$ cat config.mk
export PLATFORM = sky130hd
export DESIGN_NAME = control_hazard_flat
export DESIGN_NICKNAME = d
export VERILOG_FILES = /design/src/rtl/control_hazard_if.sv /design/src/rtl/control_hazard.sv /design/src/flat_wrapper.sv
export SDC_FILE = /design/constraint.sdc
export NUM_CORES = 1
export LEC_CHECK = 0
export ABC_AREA = 1
export ABC_CLOCK_PERIOD_IN_PS = 2900
export BUFFER_PORTS_ARGS = -buffer_cell sky130_fd_sc_hd__buf_2
export CORE_UTILIZATION = 40
export DETAILED_ROUTE_END_ITERATION = 8
export GPL_TIMING_DRIVEN = 1
export PLACE_DENSITY = 0.75
export SYNTH_ARGS = -nofsm -noshare
export SYNTH_HDL_FRONTEND = slang
export SYNTH_SLANG_ARGS = --single-unit
$ cat constraint.sdc
create_clock -name clock -period 2.9 [get_ports clock]
set_input_delay 0.58 -clock clock [delete_from_list [all_inputs] [get_ports clock]]
set_output_delay 0.58 -clock clock [all_outputs]
set_load 0.02 [all_outputs]
$ cat src/rtl/control_hazard_if.sv
// Signal bundle between the pipeline datapath (master) and the hazard/branch controller (slave).
// The datapath presents IR2..IR4 fields and flags every cycle; the controller answers combinationally.
interface control_hazard_if #(
   parameter int CNT_WIDTH = 16
);
   logic [3:0]           ir2_opcode;
   logic [1:0]           ir2_ra;
   logic [1:0]           ir2_rb;
   logic [3:0]           ir3_opcode;
   logic [1:0]           ir3_ra;
   logic [3:0]           ir4_opcode;
   logic [1:0]           ir4_ra;
   logic                 flag_z;
   logic                 flag_n;
   logic                 en_fetch;
   logic                 branch;
   logic                 ir2_hold;
   logic                 ir2_flush;
   logic                 ir3_bubble;
   logic                 halted;
   logic [CNT_WIDTH-1:0] stall_cnt;
   logic [CNT_WIDTH-1:0] taken_cnt;
   logic [1:0]           dbg_state;

   modport master (
      output ir2_opcode, ir2_ra, ir2_rb, ir3_opcode, ir3_ra, ir4_opcode, ir4_ra,
             flag_z, flag_n,
      input  en_fetch, branch, ir2_hold, ir2_flush, ir3_bubble, halted,
             stall_cnt, taken_cnt, dbg_state
   );

   modport slave (
      input  ir2_opcode, ir2_ra, ir2_rb, ir3_opcode, ir3_ra, ir4_opcode, ir4_ra,
             flag_z, flag_n,
      output en_fetch, branch, ir2_hold, ir2_flush, ir3_bubble, halted,
             stall_cnt, taken_cnt, dbg_state
   );
endinterface

$ cat src/rtl/control_hazard.sv
// Hazard and branch-resolution controller for the 4-stage pipeline: stalls on RAW hazards,
// flushes on taken branches in IR3, drains and halts on stop, and keeps saturating counters.
module control_hazard #(
   parameter int CNT_WIDTH = 16
) (
   input  logic               clock,
   input  logic               reset_n,
   control_hazard_if.slave    bus
);
   typedef enum logic [1:0] {
      S_INIT  = 2'd0,
      S_RUN   = 2'd1,
      S_DRAIN = 2'd2,
      S_HALT  = 2'd3
   } state_t;

   localparam logic [3:0] OP_LOAD  = 4'd0;
   localparam logic [3:0] OP_STOP  = 4'd1;
   localparam logic [3:0] OP_STORE = 4'd2;
   localparam logic [3:0] OP_ADD   = 4'd4;
   localparam logic [3:0] OP_BZ    = 4'd5;
   localparam logic [3:0] OP_SUB   = 4'd6;
   localparam logic [3:0] OP_NAND  = 4'd8;
   localparam logic [3:0] OP_BNZ   = 4'd9;
   localparam logic [3:0] OP_BPZ   = 4'd13;
   localparam logic [2:0] OP3_SHIFT = 3'd3;
   localparam logic [2:0] OP3_ORI   = 3'd7;
   localparam logic [CNT_WIDTH-1:0] CNT_MAX = '1;

   state_t               state_q, state_d;
   logic [CNT_WIDTH-1:0] stall_q, stall_d;
   logic [CNT_WIDTH-1:0] taken_q, taken_d;

   function automatic logic is_writer(input logic [3:0] op);
      return (op == OP_LOAD) || (op == OP_ADD) || (op == OP_SUB) || (op == OP_NAND) ||
             (op[2:0] == OP3_SHIFT) || (op[2:0] == OP3_ORI);
   endfunction

   // ori always targets R1 no matter what its ra field holds.
   function automatic logic [1:0] dest_of(input logic [3:0] op, input logic [1:0] ra);
      return (op[2:0] == OP3_ORI) ? 2'b01 : ra;
   endfunction

   logic       w3, w4;
   logic [1:0] d3, d4;
   logic       rd_a_en, rd_b_en;
   logic [1:0] rd_a;
   logic       dhaz, taken, ir3_stop;

   always_comb begin
      rd_a_en = 1'b0;
      rd_b_en = 1'b0;
      rd_a    = bus.ir2_ra;
      if (bus.ir2_opcode == OP_LOAD) begin
         rd_b_en = 1'b1;
      end else if ((bus.ir2_opcode == OP_STORE) || (bus.ir2_opcode == OP_ADD) ||
                   (bus.ir2_opcode == OP_SUB) || (bus.ir2_opcode == OP_NAND)) begin
         rd_a_en = 1'b1;
         rd_b_en = 1'b1;
      end else if (bus.ir2_opcode[2:0] == OP3_SHIFT) begin
         rd_a_en = 1'b1;
      end else if (bus.ir2_opcode[2:0] == OP3_ORI) begin
         rd_a_en = 1'b1;
         rd_a    = 2'b01;
      end
   end

   assign w3 = is_writer(bus.ir3_opcode);
   assign w4 = is_writer(bus.ir4_opcode);
   assign d3 = dest_of(bus.ir3_opcode, bus.ir3_ra);
   assign d4 = dest_of(bus.ir4_opcode, bus.ir4_ra);

   assign dhaz = (rd_a_en && ((w3 && rd_a == d3) || (w4 && rd_a == d4))) ||
                 (rd_b_en && ((w3 && bus.ir2_rb == d3) || (w4 && bus.ir2_rb == d4)));

   assign taken = ((bus.ir3_opcode == OP_BZ)  &&  bus.flag_z) ||
                  ((bus.ir3_opcode == OP_BNZ) && !bus.flag_z) ||
                  ((bus.ir3_opcode == OP_BPZ) && !bus.flag_n);

   assign ir3_stop = (bus.ir3_opcode == OP_STOP);

   always_comb begin
      state_d        = state_q;
      stall_d        = stall_q;
      taken_d        = taken_q;
      bus.en_fetch   = 1'b0;
      bus.branch     = 1'b0;
      bus.ir2_hold   = 1'b0;
      bus.ir2_flush  = 1'b0;
      bus.ir3_bubble = 1'b0;
      case (state_q)
         S_INIT: state_d = S_RUN;
         S_RUN: begin
            if (ir3_stop) begin
               bus.ir3_bubble = 1'b1;
               state_d        = S_DRAIN;
            end else if (taken) begin
               // A flushed IR2 cannot stall, so a coincident hazard is not counted.
               bus.branch     = 1'b1;
               bus.en_fetch   = 1'b1;
               bus.ir2_flush  = 1'b1;
               bus.ir3_bubble = 1'b1;
               if (taken_q != CNT_MAX) taken_d = taken_q + 1'b1;
            end else if (dhaz) begin
               bus.ir2_hold   = 1'b1;
               bus.ir3_bubble = 1'b1;
               if (stall_q != CNT_MAX) stall_d = stall_q + 1'b1;
            end else begin
               bus.en_fetch = 1'b1;
            end
         end
         S_DRAIN: begin
            bus.ir3_bubble = 1'b1;
            state_d        = S_HALT;
         end
         S_HALT: state_d = S_HALT;
         default: state_d = S_INIT;
      endcase
   end

   always_ff @(posedge clock or negedge reset_n) begin
      if (!reset_n) begin
         state_q <= S_INIT;
         stall_q <= '0;
         taken_q <= '0;
      end else begin
         state_q <= state_d;
         stall_q <= stall_d;
         taken_q <= taken_d;
      end
   end

   assign bus.halted    = (state_q == S_HALT);
   assign bus.stall_cnt = stall_q;
   assign bus.taken_cnt = taken_q;
   assign bus.dbg_state = state_q;
endmodule

$ cat src/flat_wrapper.sv
// flat-port wrapper written by rule: the top's interface ports become plain ports
module control_hazard_flat 
#(
   parameter int CNT_WIDTH = 16
)
  (clock, reset_n, bus_ir2_opcode, bus_ir2_ra, bus_ir2_rb, bus_ir3_opcode, bus_ir3_ra, bus_ir4_opcode, bus_ir4_ra, bus_flag_z, bus_flag_n, bus_en_fetch, bus_branch, bus_ir2_hold, bus_ir2_flush, bus_ir3_bubble, bus_halted, bus_stall_cnt, bus_taken_cnt, bus_dbg_state);
  control_hazard_if #(.CNT_WIDTH(CNT_WIDTH)) bus_i ();
  input  logic clock;
  input  logic reset_n;
  input wire logic [$bits(bus_i.ir2_opcode)-1:0] bus_ir2_opcode;
  input wire logic [$bits(bus_i.ir2_ra)-1:0] bus_ir2_ra;
  input wire logic [$bits(bus_i.ir2_rb)-1:0] bus_ir2_rb;
  input wire logic [$bits(bus_i.ir3_opcode)-1:0] bus_ir3_opcode;
  input wire logic [$bits(bus_i.ir3_ra)-1:0] bus_ir3_ra;
  input wire logic [$bits(bus_i.ir4_opcode)-1:0] bus_ir4_opcode;
  input wire logic [$bits(bus_i.ir4_ra)-1:0] bus_ir4_ra;
  input wire logic [$bits(bus_i.flag_z)-1:0] bus_flag_z;
  input wire logic [$bits(bus_i.flag_n)-1:0] bus_flag_n;
  output wire logic [$bits(bus_i.en_fetch)-1:0] bus_en_fetch;
  output wire logic [$bits(bus_i.branch)-1:0] bus_branch;
  output wire logic [$bits(bus_i.ir2_hold)-1:0] bus_ir2_hold;
  output wire logic [$bits(bus_i.ir2_flush)-1:0] bus_ir2_flush;
  output wire logic [$bits(bus_i.ir3_bubble)-1:0] bus_ir3_bubble;
  output wire logic [$bits(bus_i.halted)-1:0] bus_halted;
  output wire logic [$bits(bus_i.stall_cnt)-1:0] bus_stall_cnt;
  output wire logic [$bits(bus_i.taken_cnt)-1:0] bus_taken_cnt;
  output wire logic [$bits(bus_i.dbg_state)-1:0] bus_dbg_state;
  assign bus_i.ir2_opcode = bus_ir2_opcode;
  assign bus_i.ir2_ra = bus_ir2_ra;
  assign bus_i.ir2_rb = bus_ir2_rb;
  assign bus_i.ir3_opcode = bus_ir3_opcode;
  assign bus_i.ir3_ra = bus_ir3_ra;
  assign bus_i.ir4_opcode = bus_ir4_opcode;
  assign bus_i.ir4_ra = bus_ir4_ra;
  assign bus_i.flag_z = bus_flag_z;
  assign bus_i.flag_n = bus_flag_n;
  assign bus_en_fetch = bus_i.en_fetch;
  assign bus_branch = bus_i.branch;
  assign bus_ir2_hold = bus_i.ir2_hold;
  assign bus_ir2_flush = bus_i.ir2_flush;
  assign bus_ir3_bubble = bus_i.ir3_bubble;
  assign bus_halted = bus_i.halted;
  assign bus_stall_cnt = bus_i.stall_cnt;
  assign bus_taken_cnt = bus_i.taken_cnt;
  assign bus_dbg_state = bus_i.dbg_state;
  control_hazard #(.CNT_WIDTH(CNT_WIDTH)) u_core (.clock(clock), .reset_n(reset_n), .bus(bus_i));
endmodule
==> results by group <==
Finish
  • Layout cells sized above 1: 0.251
  • Finished Layout Cells: 454
  • Non-Filler Cell Area, Final: 2860 um^2
  • Most common cell after layout, fill and taps aside: nand2_1
  • Commonest cells after routing, fill and taps aside: nand2_1, buf_2, inv_1, dfrtp_1, nand3_1
  • Utilization after layout: 0.510
  • Fillers: 547
  • Nets: 412
  • P&R area growth vs syn: 20.4%
  • Inserted Diodes: 0

Worst setup path
  • Worst Path Max Fanout: 6
  • Worst endpoint data arrival time: 1910 ps
  • Worst setup SP type: register
  • Crit. Startpoint: u_core.bus.dbg_state[1]$_DFFE_PN0N_
  • WP data required: 2320 ps
  • Worst Setup EP: bus_ir2_hold
  • R2R depth: 9
  • FF-to-FF setup slack: 680 ps
  • Worst Setup Path Type: reg2out
  • Worst R2R End: u_core.bus.stall_cnt[2]$_DFFE_PN0P_
  • Critical path endpoint category: primary output
  • FF-to-FF Start: u_core.bus.stall_cnt[0]$_DFFE_PN0P_

STA
  • Setup Viol. Count Final: 0
  • Max frequency: 402 MHz
  • RSZ-0062 raised after global routing: no
  • Final max-slew violation count: 0
  • Setup_tns: 0 ps
  • Worst slew pin tran: 783 ps
  • Final hold slack: 344 ps
  • Final Hold Viols: 0
  • Rel. slew slack: 0.476
  • Min Tclk post-route: 2490 ps
  • Clk_skew: 5.46 ps
  • Tcrit/Tclk final: 0.858

Clocking
  • Post-CTS setup buffers: 0
  • CTS Sinks: 34
  • CTS clk-pin slew, worst paths: 70 ps
  • Resize count post-CTS: 0
  • CTS Hold Bufs: 0
  • H-tree depth: 2
  • Number of CTS-inserted buffers: 5
  • CTS tree: done
  • Worst skew pair latency: 300 ps
  • CTS Buffer Depth: 2
  • Clk root buf: clkbuf_8

Place
  • Area post-placement: 2750 um^2
  • Hpwl dp: 3980 um
  • Placer Congestion: 0.875
  • I/O Buffers: 63
  • Placed insts: 446

Synthesis
  • Cell variety after synth: 32
  • Post-synth top flop: dfrtp_1
  • Cells after synthesis: 315
  • Post-synth EDFFs: 0
  • Seq/Total Area, Yosys: 0.358
  • Yosys reg bits: 34
  • Synthesized area: 2380 um^2
  • Avg Inst Size Synth: 7.55 um^2
  • Async SR Flop Fraction: 1.00
  • Synthesized Nets: 346
  • Synthesis warning total: 0

Run status
  • Status: completed

Floorplanning
  • I/O Pins: 64
  • Die footprint: 6260 um^2
  • Core ar.: 5610 um^2
  • Die Ht: 79.1 um
  • Initial Util: 0.424
  • Cell Rows: 27
  • Die Wd: 79.1 um

Detailed routing
  • Drt initial violations: 90
  • Vias per cell: 4.88
  • DR vias: 2217
  • Wire per inst: 11.4 um
  • Total Wirelength: 5160 um
  • Residual DRC: 0
  • Remaining antenna violation count after routing: 0
  • DRT Pass-1 Iters: 5

Pwr
  • Power per cell area: 547 nW/um^2
  • Peak VDD IR: 0.315 mV
  • Leak pwr: 0.00158 uW

Global routing
  • Vias in the first global route: 2103
  • GRT Total Usage: 0.183
  • Gr ovfl total: 0
  • First-pass GRT wire length: 9110 um
  • Initial antenna violation count: 0
  • Largest net degree at the start of global routing: 35

Min path
  • HP Class: in2async

Job
  • Max cap viols: 0
per-layer routing:
metal	vias to the layer above	global-route usage	part of all wire
met2	50	0.325	0.49
li1	1127	-	-
met1	1034	0.215	0.45
met3	6	0.0483	0.053
met5	-	0	0
met4	0	0.0545	0.010
registers in the layout (all words and copies together), names as in the netlist:
register,flops
u_core.bus.dbg_state,2
u_core.bus.stall_cnt,16
u_core.bus.taken_cnt,16
synthesized netlist by cell type, types with 2 or more instances:
cell type / n / share of area
nand2_1: 97 / 0.15
inv_1: 44 / 0.069
dfrtp_1: 34 / 0.36
nand3_1: 26 / 0.055
xor2_1: 18 / 0.066
nor2_1: 13 / 0.021
xnor2_1: 11 / 0.041
o21ai_0: 10 / 0.021
nand4_1: 9 / 0.024
ha_1: 7 / 0.037
nand2_4: 5 / 0.024
nor4_1: 5 / 0.013
nand2_2: 4 / 0.011
nand3_2: 4 / 0.017
nor2_2: 4 / 0.011
nor3_1: 4 / 0.0084
a21oi_1: 3 / 0.0063
buf_4: 2 / 0.0063
nor2_4: 2 / 0.0095
power by group:
group	internal, uW	switching [uW]	total (uW)
logic	172	326	498
clock network	256	182	439
registers	541	88.9	630
total	969	597	1570
stage by stage:
step / setup WS [ps] / total power, uW
after floorplan: 593 / 972
after global placement: 460 / 1120
after detailed placement: 445 / 1140
after CTS: 409 / 1580
after global routing: 248 / 1670
final: 412 / 1570
worst min-delay path by stage:
stage	cells after the start	start	to
finish	1	reset_n	u_core.bus.taken_cnt[1]$_DFFE_PN0P_
global route	1	reset_n	u_core.bus.taken_cnt[1]$_DFFE_PN0P_
CTS	1	reset_n	u_core.bus.taken_cnt[1]$_DFFE_PN0P_
detailed placement	1	u_core.bus.taken_cnt[8]$_DFFE_PN0P_	u_core.bus.taken_cnt[8]$_DFFE_PN0P_
global placement	1	u_core.bus.taken_cnt[8]$_DFFE_PN0P_	u_core.bus.taken_cnt[8]$_DFFE_PN0P_
floorplan	0	reset_n	u_core.bus.dbg_state[0]$_DFFE_PN0N_
final cells by class:
type	count	area [um^2]	area share
Multi-Input combinational cell	232	1330	0.463
Clock inverter	2	37.5	0.0131
Sequential cell	34	851	0.297
Clock buffer	6	72.6	0.0253
Tap cell	72	90.1	0.0315
Inverter	45	171	0.0599
Timing Repair Buffer	63	315	0.110
kinds of logic after synthesis:
logic type,after synthesis,share of synthesized area
DFF,34,0.358
AOI/OAI and AO/OA,17,0.0400
buffers and inverters,49,0.0852
and+or+nand+nor,178,0.367
adders and majority gates,7,0.0368
xor gates and xnor gates,30,0.114
worst max-delay path: stages (launching register included):
cell and delay [ps]:
dfrtp_1 440, inv_1 120, ha_1 210, inv_1 100
nor2_1 300, nand2_1 130, a21oi_1 140, buf_2 180
Note: power is estimated with default switching activity, not from simulation.
